===== src/rtl/ex_muldiv_seq.sv =====
// Iterative RV32M multiply/divide sequencer sitting beside the execute-stage ALU.
// Ports:
//   clk, rstn_i         clock, async active-low reset
//   valid_i, funct3_i   op request (sampled while ready_o=1) and M-extension funct3
//   rs1_i, rs2_i        operand A (multiplicand/dividend), operand B (multiplier/divisor)
//   flush_i             abort an in-flight op, block accept in IDLE
//   ready_o             1 while IDLE
//   stall_o             combinational pipeline freeze while an op is accepted/in flight
//   valid_o, result_o   one-cycle result strobe, result held until the next strobe or reset
module ex_muldiv_seq #(
    parameter int unsigned XLEN  = 32,
    parameter int unsigned CNT_W = 6
) (
    input  logic            clk,
    input  logic            rstn_i,
    input  logic            valid_i,
    input  logic [2:0]      funct3_i,
    input  logic [XLEN-1:0] rs1_i,
    input  logic [XLEN-1:0] rs2_i,
    input  logic            flush_i,
    output logic            ready_o,
    output logic            stall_o,
    output logic            valid_o,
    output logic [XLEN-1:0] result_o
);

    localparam logic [XLEN-1:0]  INT_MIN  = {1'b1, {(XLEN-1){1'b0}}};
    localparam logic [CNT_W-1:0] CNT_LAST = CNT_W'(XLEN-1);

    typedef enum logic [1:0] {S_IDLE, S_MUL, S_DIV, S_DONE} state_e;

    state_e            state_q, state_d;
    logic [CNT_W-1:0]  cnt_q, cnt_d;
    logic [2*XLEN-1:0] acc_q, acc_d;     // MUL: {hi, multiplier}; DIV: {remainder, dividend/quotient}
    logic [XLEN-1:0]   opnd_q, opnd_d;   // multiplicand or divisor magnitude
    logic [1:0]        f3_q, f3_d;       // funct3[1:0]; MUL vs DIV is carried by the state
    logic              neg_q, neg_d;     // negate the selected result at DONE entry
    logic              valid_q, valid_d;
    logic [XLEN-1:0]   result_q, result_d;

    // Operand sign handling at accept
    logic            is_div, sgn1, sgn2, sa, sb;
    logic [XLEN-1:0] a_mag, b_mag;

    always_comb begin
        is_div = funct3_i[2];
        sgn1   = (funct3_i == 3'b001) || (funct3_i == 3'b010) || (funct3_i == 3'b100) || (funct3_i == 3'b110);
        sgn2   = (funct3_i == 3'b001) || (funct3_i == 3'b100) || (funct3_i == 3'b110);
        sa     = sgn1 & rs1_i[XLEN-1];
        sb     = sgn2 & rs2_i[XLEN-1];
        a_mag  = sa ? -rs1_i : rs1_i;
        b_mag  = sb ? -rs2_i : rs2_i;
    end

    // One shift-add multiply step and one restoring divide step
    logic [XLEN:0]     mul_sum, div_rsh, div_rem;
    logic              div_ge;
    logic [2*XLEN-1:0] mul_step, div_step, mul_fin;

    always_comb begin
        mul_sum  = {1'b0, acc_q[2*XLEN-1:XLEN]} + (acc_q[0] ? {1'b0, opnd_q} : '0);
        mul_step = {mul_sum, acc_q[XLEN-1:1]};
        div_rsh  = acc_q[2*XLEN-1:XLEN-1];
        div_ge   = div_rsh >= {1'b0, opnd_q};
        div_rem  = div_ge ? div_rsh - {1'b0, opnd_q} : div_rsh;
        div_step = {div_rem[XLEN-1:0], acc_q[XLEN-2:0], div_ge};
        mul_fin  = neg_q ? -mul_step : mul_step;
    end

    // Next-state and datapath control
    always_comb begin
        state_d  = state_q;
        cnt_d    = cnt_q;
        acc_d    = acc_q;
        opnd_d   = opnd_q;
        f3_d     = f3_q;
        neg_d    = neg_q;
        valid_d  = 1'b0;
        result_d = result_q;
        case (state_q)
            S_IDLE: begin
                if (valid_i && !flush_i) begin
                    f3_d  = funct3_i[1:0];
                    cnt_d = '0;
                    if (is_div && rs2_i == '0) begin
                        state_d  = S_DONE;
                        valid_d  = 1'b1;
                        result_d = funct3_i[1] ? rs1_i : '1;
                    end else if (is_div && !funct3_i[0] && rs1_i == INT_MIN && rs2_i == '1) begin
                        // Signed overflow: quotient saturates to INT_MIN, remainder is zero
                        state_d  = S_DONE;
                        valid_d  = 1'b1;
                        result_d = funct3_i[1] ? '0 : INT_MIN;
                    end else if (is_div) begin
                        state_d = S_DIV;
                        opnd_d  = b_mag;
                        acc_d   = {{XLEN{1'b0}}, a_mag};
                        neg_d   = funct3_i[1] ? sa : (sa ^ sb);
                    end else begin
                        state_d = S_MUL;
                        opnd_d  = a_mag;
                        acc_d   = {{XLEN{1'b0}}, b_mag};
                        neg_d   = sa ^ sb;
                    end
                end
            end
            S_MUL, S_DIV: begin
                if (flush_i) begin
                    state_d = S_IDLE;
                    cnt_d   = '0;
                end else begin
                    acc_d = (state_q == S_MUL) ? mul_step : div_step;
                    cnt_d = cnt_q + CNT_W'(1);
                    if (cnt_q == CNT_LAST) begin
                        cnt_d   = '0;
                        state_d = S_DONE;
                        valid_d = 1'b1;
                        if (state_q == S_MUL) begin
                            result_d = (f3_q == 2'b00) ? mul_fin[XLEN-1:0] : mul_fin[2*XLEN-1:XLEN];
                        end else if (f3_q[1]) begin
                            result_d = neg_q ? -div_step[2*XLEN-1:XLEN] : div_step[2*XLEN-1:XLEN];
                        end else begin
                            result_d = neg_q ? -div_step[XLEN-1:0] : div_step[XLEN-1:0];
                        end
                    end
                end
            end
            S_DONE: begin
                state_d = S_IDLE;
            end
            default: begin
                state_d = S_IDLE;
            end
        endcase
    end

    // State register
    always_ff @(posedge clk or negedge rstn_i) begin
        if (!rstn_i) begin
            state_q  <= S_IDLE;
            cnt_q    <= '0;
            acc_q    <= '0;
            opnd_q   <= '0;
            f3_q     <= '0;
            neg_q    <= 1'b0;
            valid_q  <= 1'b0;
            result_q <= '0;
        end else begin
            state_q  <= state_d;
            cnt_q    <= cnt_d;
            acc_q    <= acc_d;
            opnd_q   <= opnd_d;
            f3_q     <= f3_d;
            neg_q    <= neg_d;
            valid_q  <= valid_d;
            result_q <= result_d;
        end
    end

    // stall is gated by reset so a request held across reset does not freeze the pipe
    assign ready_o  = (state_q == S_IDLE);
    assign stall_o  = rstn_i & (((state_q == S_IDLE) & valid_i & ~flush_i) |
                                (state_q == S_MUL) | (state_q == S_DIV));
    assign valid_o  = valid_q;
    assign result_o = result_q;

    // Iteration counter must never pass the last iteration
    cnt_bound_a: assert property (@(posedge clk) disable iff (!rstn_i) cnt_q <= CNT_LAST);

endmodule

===== config.mk =====
export PLATFORM = sky130hd
export DESIGN_NAME = ex_muldiv_seq
export DESIGN_NICKNAME = d
export VERILOG_FILES = /design/src/rtl/ex_muldiv_seq.sv
export SDC_FILE = /design/constraint.sdc
export NUM_CORES = 1
export LEC_CHECK = 0
export CAP_MARGIN = 10
export CORE_ASPECT_RATIO = 0.8
export CORE_MARGIN = 4
export CORE_UTILIZATION = 40
export CTS_CLUSTER_DIAMETER = 30
export CTS_CLUSTER_SIZE = 25
export DETAILED_ROUTE_END_ITERATION = 7
export PLACE_DENSITY = 0.68
export SYNTH_ARGS = -nofsm -noshare
export SYNTH_HDL_FRONTEND = slang
export SYNTH_SLANG_ARGS = --single-unit

===== constraint.sdc =====
create_clock -name clk -period 8.12 [get_ports clk]
set_input_delay 1.624 -clock clk [delete_from_list [all_inputs] [get_ports clk]]
set_output_delay 1.624 -clock clk [all_outputs]
set_load 0.03 [all_outputs]

==> results of run 1 <==
[cells in the final DEF (no fill, tap or decap), drive strengths merged, types with 6 or more instances in the layout]
cell type / netlist / layout
nand2: 303 / 303
o21ai: 269 / 269
nor2: 248 / 248
a21oi: 200 / 200
dfrtp: 140 / 140
xnor2: 117 / 117
clkdlybuf4s50: 0 / 103
xor2: 102 / 102
ha: 75 / 75
inv: 73 / 74
a211oi: 61 / 61
o211ai: 50 / 50
o31ai: 46 / 46
a31oi: 37 / 37
nor3: 36 / 36
mux2i: 33 / 33
mux2: 33 / 33
nand4: 30 / 30
nand3: 28 / 28
nand2b: 27 / 27
or3: 26 / 26
a21o: 25 / 25
buf: 30 / 23
nor4: 22 / 22
and2: 19 / 19
clkbuf: 134 / 18
o41ai: 16 / 16
and3: 15 / 15
o21a: 13 / 13
a221oi: 11 / 11
or2: 10 / 10
or4: 10 / 10
clkinv: 2 / 10
a211o: 9 / 9
o31a: 7 / 7
o221ai: 7 / 7
nand3b: 6 / 6
[state kept, by name, indices dropped and copies added (netlist names)]
| name | count |
|---|---|
| acc_q | 64 |
| valid_o | 1 |
| state_q | 2 |
| opnd_q | 32 |
| neg_q | 1 |
| cnt_q | 6 |
| result_o | 32 |
| f3_q | 2 |
[tightest hold or removal path, cell delays in order (launching register included)]
cell	delay, ns
dfrtp_1	0.34
nand2_1	0.04
o21ai_0	0.06
[how the worst max path moves through the flow]
stage	startpoint	end	slack, ns	cells past startpoint
5_1_grt	acc_q[55]	result_o[30]	0.86	18
6_report	acc_q[55]	result_o[30]	1.12	18
4_1_cts	acc_q[37]	result_o[30]	1.48	17
2_1_floorplan	acc_q[41]	result_o[30]	2.42	23
3_5_place_dp	acc_q[37]	result_o[30]	1.55	17
3_3_place_gp	acc_q[37]	result_o[30]	1.72	17
[power by group]
group / internal, uW / total [uW] / leakage [uW] / switching, uW
registers: 1010 / 1410 / 0.00178 / 396
logic: 2640 / 7450 / 0.00537 / 4810
clock network: 421 / 778 / 0.000262 / 357
[metal layers]
| layer | vias to the layer above | track usage (%) | part of all wire (%) |
|---|---|---|---|
| met4 | 0 | 10.8 | 3.8 |
| met3 | 107 | 6.12 | 9.1 |
| li1 | 8471 | - | - |
| met1 | 8661 | 39.8 | 45 |
| met2 | 836 | 41.4 | 43 |
| met5 | - | 0 | 0 |
[synth_stat cells (all sizes together), types with 11 or more instances]
library cell / n
mux2i: 33
a221oi: 11
nand2: 303
a211oi: 61
o31ai: 46
o21ai: 269
a21oi: 200
nand3: 28
inv: 73
and2: 19
and3: 15
buf: 30
mux2: 33
nand4: 30
ha: 75
a21o: 25
o41ai: 16
nor2: 248
o21a: 13
nand2b: 27
o211ai: 50
clkbuf: 134
xnor2: 117
dfrtp: 140
nor3: 36
nor4: 22
a31oi: 37
xor2: 102
or3: 26
[metrics by stage]
stage	setup slack (ns)	cells	hold WS (ns)	util, %
2_1_floorplan	2.42	2356	0.450	-
3_3_place_gp	1.72	2862	0.465	44.1
3_5_place_dp	1.55	2862	0.470	44.1
4_1_cts	1.48	2894	0.484	45.4
5_1_grt	0.860	2894	0.502	45.4
6_report	1.12	2894	0.478	45.4
[cells by family after synthesis]
logic type / after synthesis / share of synthesized area [%]
simple gates: 807 / 22.2
xor+xnor: 219 / 11.4
flops: 140 / 20.9
fa+ha+maj: 77 / 5.82
mux: 67 / 4.31
buf+inv: 239 / 5.60
compound gates: 807 / 29.8
[layout make-up]
type / count / area (sq um) / share of cell area, %
Timing Repair Buffer: 126 / 1200 / 6.46
Sequential cell: 140 / 3500 / 18.8
Inverter: 75 / 282 / 1.51
Multi-Input combinational cell: 1977 / 12400 / 66.6
Clock inverter: 14 / 124 / 0.665
Clock buffer: 18 / 429 / 2.30
Tap cell: 544 / 681 / 3.65
==> impl_metrics.env, run 1 <==
export IMPL_clockBufferDepth=2
export IMPL_drt_iter0_markers=2147
export IMPL_cp_slowest_cell="a2111oi_0"
export IMPL_coreArea_sq_um=41000
export IMPL_wl_mm=65.8
export IMPL_min_to="result_o[16]"
export IMPL_die_h_um=191
export IMPL_reg2reg_to="result_o[30]"
export IMPL_crit_path_cell_trace="ha_1, a21oi_1, o21ai_0, a221oi_1, o211ai_1, a21o_2, buf_4, o21ai_0, ha_1, nand3_1, nor4_1, nand4_1, a2111oi_0, nand3_1, o41ai_1, xor2_1, a211oi_1, o21ai_1"
export IMPL_syn2layout_area_growth_pct=10.9
export IMPL_required_ns=8.47
export IMPL_setup_tns_ns=0
export IMPL_startpoint_type="flop"
export IMPL_wl_per_cell_um=22.7
export IMPL_max_freq_mhz=143
export IMPL_final_nets=2485
export IMPL_htree_levels=4
export IMPL_leakage_uw=0.00740
export IMPL_cap_violations=0
export IMPL_hold_viol=0
export IMPL_path_delay_family="compound AO/OA/AOI/OAI gates"
export IMPL_skew_ns=0.0130
export IMPL_post_cts_setup_buffer_count=0
export IMPL_num_rows=66
export IMPL_synth_ff_type="dfrtp_1"
export IMPL_ys_top_cells_by_area="dfrtp_1 21%, o21ai_0 7.8%, nand2_1 6.8%"
export IMPL_clk_latency_ns=0.46
export IMPL_grt_pass1_wl_mm=99.8
export IMPL_rsz0062_at_grt="no"
export IMPL_r2r_start="acc_q[55]"
export IMPL_cp_max_fo=24
export IMPL_globalRouteOverflowTotal=0
export IMPL_finalCriticalPeriod_ns=7.00
export IMPL_cts_hold_buffers=0
export IMPL_yosys_register_bits=140
export IMPL_grt_max_degree=104
export IMPL_ys_warn_count=0
export IMPL_ys_types=86
export IMPL_n_antenna_cell=0
export IMPL_max_stage_delay_ns=1.04
export IMPL_vias=18100
export IMPL_drc=0
export IMPL_syn_nets=2504
export IMPL_final_area_sq_um=18600
export IMPL_cts_root_buf="clkbuf_16"
export IMPL_grt_usage_pct=28.0
export IMPL_totalPowerFinal_uw=9630
export IMPL_ant_nets=0
export IMPL_syn_avg_cell_area_sq_um=7.13
export IMPL_grt_pass1_vias=16600
export IMPL_port_buffers=105
export IMPL_via_per_inst=6.25
export IMPL_antenna_found_initial=2
export IMPL_first_pass_iters=5
export IMPL_dieArea_sq_um=45400
export IMPL_setup_violations=0
export IMPL_cts_made_buffers=17
export IMPL_yosysTopAreaCellShare_pct=20.9
export IMPL_min_path_type="reg2reg"
export IMPL_cts_num_sinks=140
export IMPL_dp_hpwl_mm=51.1
export IMPL_ctsResizeCount=0
export IMPL_tightestPinTransition_ns=1.20
export IMPL_slew_viol_final=0
export IMPL_critPathArrivalTime_ns=7.35
export IMPL_status="finished clean"
export IMPL_synth_top_area_cell="dfrtp_1"
export IMPL_r2r_slack_ns=1.12
export IMPL_p_per_area_nw_per_um2=517
export IMPL_cp_end_kind="flop"
export IMPL_relSlewSlack_pct=19.8
export IMPL_syn_area_sq_um=16800
export IMPL_clkTransAtPathRegs_ns=0.07
export IMPL_cts_tree="built"
export IMPL_dpl_cell_area_sq_um=18100
export IMPL_synthesis_instances=2356
export IMPL_routabilityCongestion=1.03
export IMPL_min_from="result_o[16]"
export IMPL_ir_drop_mv=0.228
export IMPL_ys_async_sr_fraction_pct=100
export IMPL_dieWidth_um=237
export IMPL_cp_buffers_inverters=1
export IMPL_ys_seq_area_share_pct=20.9
export IMPL_start_util_pct=40.9
export IMPL_fillers=4202
export IMPL_synth_edf_count=0
export IMPL_fin_crit_sh_pct=86.2
export IMPL_r2r_cells=18
export IMPL_pin_count=106
export IMPL_critPathKind="reg2reg"
export IMPL_drive_above_1_share_pct=5.23
export IMPL_hold_path_depth=2
No activity file was read; power rests on OpenSTA's default activity.
==> run 2, diff against run 1 <==
--- a/config.mk
+++ b/config.mk
@@ -5,7 +5,7 @@
 export SDC_FILE = /design/constraint.sdc
 export NUM_CORES = 1
 export LEC_CHECK = 0
-export CAP_MARGIN = 10
+export CAP_MARGIN = 20
 export CORE_ASPECT_RATIO = 0.8
 export CORE_MARGIN = 4
 export CORE_UTILIZATION = 40
==> run 2 against run 1 <==
  * Sequential power is essentially flat
  * Clock power is essentially flat
  * Non-clock buffer count grew 1
  * Total power shrank 0.11%
  * Register-to-register slack gained 0.15 ns
  * Critical path depth is the same
  * Via count shrank 0.43%
  * Sequential share of layout area is essentially flat
  * Clock-buffer cell count is the same
  * Critical path type unchanged
  * Critical endpoint unchanged
==> impl_metrics.env, run 2 (synthesis gave the netlist of run 1 again) <==
export IMPL_crit_path_cell_trace="ha_1, a21oi_1, o21ai_0, a221oi_1, o211ai_1, a21o_2, buf_4, o21ai_0, ha_1, nand3_1, nor4_1, nand4_1, a2111oi_0, nand3_1, o41ai_1, xor2_1, a211oi_1, o21ai_1"
export IMPL_min_path_type="reg2reg"
export IMPL_startpoint_type="flop"
export IMPL_final_cell_mix="302 x nand2_1, 261 x o21ai_0, 246 x nor2_1"
export IMPL_via_per_inst=6.21
export IMPL_die_h_um=191
export IMPL_grt_pass1_wl_mm=99.8
export IMPL_skew_ns=0.0154
export IMPL_cp_buffers_inverters=1
export IMPL_final_common_cell="nand2_1"
export IMPL_max_stage_delay_ns=0.96
export IMPL_syn2layout_area_growth_pct=11.0
export IMPL_slew_viol_final=0
export IMPL_drc=0
export IMPL_fin_crit_sh_pct=84.4
export IMPL_rsz0062_at_grt="no"
export IMPL_cts_root_buf="clkbuf_16"
export IMPL_max_freq_mhz=146
export IMPL_setup_violations=0
export IMPL_start_util_pct=40.9
export IMPL_cap_violations=0
export IMPL_final_nets=2486
export IMPL_r2r_cells=18
export IMPL_largest_reg_flops=64
export IMPL_p_switching_uw=5550
export IMPL_cts_tree="built"
export IMPL_ant_nets=0
export IMPL_drive_above_1_share_pct=5.27
export IMPL_cp_end_kind="flop"
export IMPL_leakage_uw=0.00741
export IMPL_coreArea_sq_um=41000
export IMPL_routabilityCongestion=1.03
export IMPL_port_buffers=105
export IMPL_finalCriticalPeriod_ns=6.85
export IMPL_r2r_start="acc_q[55]"
export IMPL_first_pass_iters=6
export IMPL_num_rows=66
export IMPL_dieArea_sq_um=45400
export IMPL_fillers=4203
export IMPL_htree_levels=4
export IMPL_crit_path_end="result_o[30]"
export IMPL_required_ns=8.46
export IMPL_drt_iter0_markers=2026
export IMPL_regMostFlops="acc_q"
export IMPL_grt_pass1_vias=16600
export IMPL_dieWidth_um=237
export IMPL_vias=18000
export IMPL_grt_usage_pct=28.0
export IMPL_relSlewSlack_pct=21.3
export IMPL_r2r_slack_ns=1.27
export IMPL_clockBufferDepth=2
export IMPL_wl_mm=65.8
export IMPL_critPathLaunch="acc_q[55]"
export IMPL_clkTransAtPathRegs_ns=0.07
export IMPL_p_sw_share_pct=57.7
export IMPL_globalRouteOverflowTotal=0
export IMPL_fin_ws_ns=1.27
export IMPL_post_cts_setup_buffer_count=0
export IMPL_tightestPinTransition_ns=1.17
export IMPL_p_int_uw=4070
export IMPL_cp_slowest_cell="a2111oi_0"
export IMPL_crit_cells=18
export IMPL_p_per_area_nw_per_um2=516
export IMPL_power_frac_comb_pct=77.3
export IMPL_ctsResizeCount=0
export IMPL_pwr_share_clk_pct=8.1
export IMPL_dpl_worst_slack_ns=1.55
export IMPL_dp_hpwl_mm=51.1
export IMPL_cts_num_sinks=140
export IMPL_totalPowerFinal_uw=9620
export IMPL_pin_count=106
export IMPL_cts_made_buffers=17
export IMPL_status="finished clean"
export IMPL_hold_path_depth=2
export IMPL_cts_hold_buffers=0
export IMPL_antenna_found_initial=2
export IMPL_clk_latency_ns=0.46
export IMPL_reg2reg_to="result_o[30]"
export IMPL_path_delay_family="compound AO/OA/AOI/OAI gates"
export IMPL_ir_drop_mv=0.228
export IMPL_cp_max_fo=24
export IMPL_pwr_share_seq_pct=14.6
export IMPL_wl_per_cell_um=22.7
export IMPL_hold_viol=0
export IMPL_setup_tns_ns=0
export IMPL_critPathArrivalTime_ns=7.19
export IMPL_critPathKind="reg2reg"
export IMPL_grt_max_degree=104
## run 2: cell types whose count changed in the layout (fill, tap and decap cells not counted)
cell / before / now
diode_2: 0 / 1
buf_4: 21 / 22
## run 2: how the worst min path moves through the flow
stage | startpoint | endpoint | slack [ns]
finish | result_o[16] | result_o[16] | 0.48
floorplan | opnd_q[10] | opnd_q[10] | 0.45
CTS | result_o[16] | result_o[16] | 0.48
global route | opnd_q[19] | opnd_q[19] | 0.50
detailed placement | result_o[16] | result_o[16] | 0.47
global placement | result_o[18] | result_o[18] | 0.46
## run 2: power by group through the flow
| stage | Clock (uW) | Combinational, uW | Sequential, uW |
|---|---|---|---|
| floorplan | 0 | 5200 | 1360 |
| global placement | 0 | 7210 | 1390 |
| detailed placement | 0 | 7230 | 1410 |
| CTS | 782 | 7280 | 1400 |
| global route | 810 | 8080 | 1450 |
| finish | 777 | 7440 | 1410 |
## run 2: routing by layer
| metal | GRT usage, % | routed length, um | part of all wire [%] | vias to the layer above |
|---|---|---|---|---|
| met5 | 0 | 0 | 0 | - |
| met4 | 10.8 | 2670 | 4.1 | 0 |
| met3 | 6.12 | 5690 | 8.6 | 105 |
| met2 | 41.4 | 27800 | 42 | 787 |
| met1 | 39.8 | 29600 | 45 | 8631 |
| li1 | - | - | - | 8474 |
## run 2: per-stage QoR
stage	util (%)	hold WS, ns	instances	instance area [sq um]
floorplan	-	0.450	2356	16800
global placement	44.1	0.465	2862	18100
detailed placement	44.1	0.470	2862	18100
CTS	45.4	0.484	2894	18600
global route	45.4	0.502	2895	18600
finish	45.4	0.478	2896	18600
## run 2: layout make-up
| type | instances | area [sq um] | share of cell area, % |
|---|---|---|---|
| antenna | 1 | 2.50 | 0.0134 |
| tap | 544 | 681 | 3.65 |
| inverter | 75 | 282 | 1.51 |
| sequential | 140 | 3500 | 18.8 |
| multi-input combinational | 1977 | 12400 | 66.6 |
| timing repair buffer | 127 | 1210 | 6.50 |
| clock inverter | 14 | 124 | 0.664 |
| clock buffer | 18 | 429 | 2.30 |
## run 2: tightest hold or removal path, stage by stage, from the launching register on
cell and delay [ns]:
dfrtp_1 0.34, nand2_1 0.04, o21ai_0 0.06
==> run 3, diff against run 2 <==
==> constraint.sdc (replaced) <==
create_clock -name clk -period 6.7 [get_ports clk]
set_input_delay 1.34 -clock clk [delete_from_list [all_inputs] [get_ports clk]]
set_output_delay 1.34 -clock clk [all_outputs]
set_load 0.03 [all_outputs]
==> run 3 against run 2 <==
  * Final cell count rose by 0.24%
  * Register-to-register slack got worse by 0.64 ns
  * Total power increased by 21%
  * Highest routed layer unchanged
  * Largest cell class unchanged
  * Critical path type unchanged
  * Sequential power increased by 23%
==> impl_metrics.env, run 3 (synthesis gave the netlist of run 1 again) <==
export IMPL_ant_nets=0
export IMPL_dp_hpwl_mm=49.5
export IMPL_cts_num_sinks=140
export IMPL_p_per_area_nw_per_um2=621
export IMPL_cts_tree="built"
export IMPL_globalRouteOverflowTotal=0
export IMPL_final_nets=2494
export IMPL_startpoint_type="flop"
export IMPL_critPathLaunch="acc_q[31]"
export IMPL_relSlewSlack_pct=19.2
export IMPL_port_buffers=105
export IMPL_grt_pass1_vias=16400
export IMPL_critPathArrivalTime_ns=6.41
export IMPL_grt_usage_pct=26.7
export IMPL_setup_tns_ns=0
export IMPL_max_freq_mhz=165
export IMPL_num_rows=66
export IMPL_regMostFlops="acc_q"
export IMPL_clockBufferDepth=2
export IMPL_htree_levels=4
export IMPL_skew_ns=0.0137
export IMPL_cap_violations=0
export IMPL_critPathKind="reg2reg"
export IMPL_required_ns=7.04
export IMPL_first_pass_iters=5
export IMPL_cp_buffers_inverters=2
export IMPL_n_antenna_cell=0
export IMPL_wl_mm=63.6
export IMPL_status="finished clean"
export IMPL_drc=0
export IMPL_ctsResizeCount=0
export IMPL_path_delay_family="compound AO/OA/AOI/OAI gates"
export IMPL_cp_slowest_cell="nor4b_1"
export IMPL_vias=18100
export IMPL_post_cts_setup_buffer_count=0
export IMPL_finalCriticalPeriod_ns=6.07
export IMPL_start_util_pct=40.9
export IMPL_cts_hold_buffers=0
export IMPL_cts_root_buf="clkbuf_16"
export IMPL_drt_iter0_markers=2010
export IMPL_final_cell_mix="302 x nand2_1, 261 x o21ai_0, 246 x nor2_1"
export IMPL_die_h_um=191
export IMPL_cp_end_kind="flop"
export IMPL_setup_violations=0
export IMPL_min_path_type="reg2reg"
export IMPL_antenna_found_initial=1
export IMPL_grt_max_degree=85
export IMPL_cp_max_fo=11
export IMPL_via_per_inst=6.23
export IMPL_largest_reg_flops=64
export IMPL_fillers=4145
export IMPL_hold_viol=0
export IMPL_max_stage_delay_ns=0.65
export IMPL_drive_above_1_share_pct=5.64
export IMPL_clk_latency_ns=0.46
export IMPL_pin_count=106
export IMPL_wl_per_cell_um=21.9
export IMPL_routabilityCongestion=0.969
export IMPL_fin_crit_sh_pct=90.7
export IMPL_min_from="opnd_q[13]"
export IMPL_leakage_uw=0.00744
export IMPL_dieArea_sq_um=45400
export IMPL_cts_made_buffers=17
export IMPL_slew_viol_final=0
export IMPL_grt_pass1_wl_mm=96.2
export IMPL_r2r_start="acc_q[31]"
export IMPL_clkTransAtPathRegs_ns=0.07
export IMPL_ir_drop_mv=0.429
export IMPL_crit_path_cell_trace="inv_1, ha_1, nand2b_1, a211o_1, a2111o_1, a31oi_1, a21o_2, nand2_1, o21ai_0, ha_1, nor4b_1, nand4_1, a2111oi_0, buf_4, nand3_1, o41ai_1, xor2_1, a211oi_1, o21ai_1"
export IMPL_rsz0062_at_grt="no"
export IMPL_syn2layout_area_growth_pct=11.3
export IMPL_coreArea_sq_um=41000
export IMPL_totalPowerFinal_uw=11600
export IMPL_final_common_cell="nand2_1"
export IMPL_dieWidth_um=237
export IMPL_tightestPinTransition_ns=1.20
export IMPL_cpMostUsedCell="ha_1"
-- run 3: cell count changes in the layout (fill, tap and decap cells not counted), sizes merged --
cell,change
buf,+8
clkbuf,-1
clkinv,-1
clkinvlp,+2
diode,-1
-- run 3: power by group --
| part | total [uW] | switching, uW | internal (uW) |
|---|---|---|---|
| Clock | 938 | 431 | 508 |
| Sequential | 1730 | 503 | 1230 |
| Combinational | 8950 | 5730 | 3220 |
| Total | 11600 | 6670 | 4950 |
-- run 3: metal layers --
metal | up-vias | routed length, um | global-route usage, %
li1 | 8504 | - | -
met1 | 8666 | 29500 | 39.4
met2 | 840 | 27200 | 40.7
met3 | 82 | 5300 | 4.07
met4 | 0 | 1570 | 7.05
met5 | - | 0 | 0
-- run 3: final cells by class --
class	count	area (sq um)	share of cell area, %
Clock inverter	15	126	0.676
Timing Repair Buffer	135	1270	6.80
Clock buffer	17	425	2.27
Sequential cell	140	3500	18.7
Tap cell	544	681	3.64
Multi-Input combinational cell	1977	12400	66.4
Inverter	75	282	1.51
-- run 3: tightest hold or removal path, cell delays in order, from the launching register on --
cell and delay [ns]:
dfrtp_1 0.34, nand2_1 0.05, o21ai_0 0.06
-- run 3: path summary, 6_finish.rpt --
check,to,slack [ns],depth (start not counted)
setup / recovery,result_o[30],0.63,19
hold / removal,opnd_q[13],0.48,2
setup reg to reg,result_o[30],0.63,19
hold reg to reg,opnd_q[13],0.48,2
max in group asynchronous,opnd_q[25],4.76,2
min in group asynchronous,result_o[5],0.79,1
-- run 3: per-stage QoR --
step / setup slack (ns) / util [%] / cell area [sq um] / std cells / hold WS [ns]
CTS: 0.836 / 45.6 / 18700 / 2902 / 0.488
detailed placement: 0.859 / 44.2 / 18100 / 2870 / 0.474
floorplan: 1.00 / - / 16800 / 2356 / 0.450
global placement: 0.817 / 44.2 / 18100 / 2870 / 0.464
global route: 0.256 / 45.6 / 18700 / 2903 / 0.514
finish: 0.626 / 45.6 / 18700 / 2903 / 0.485
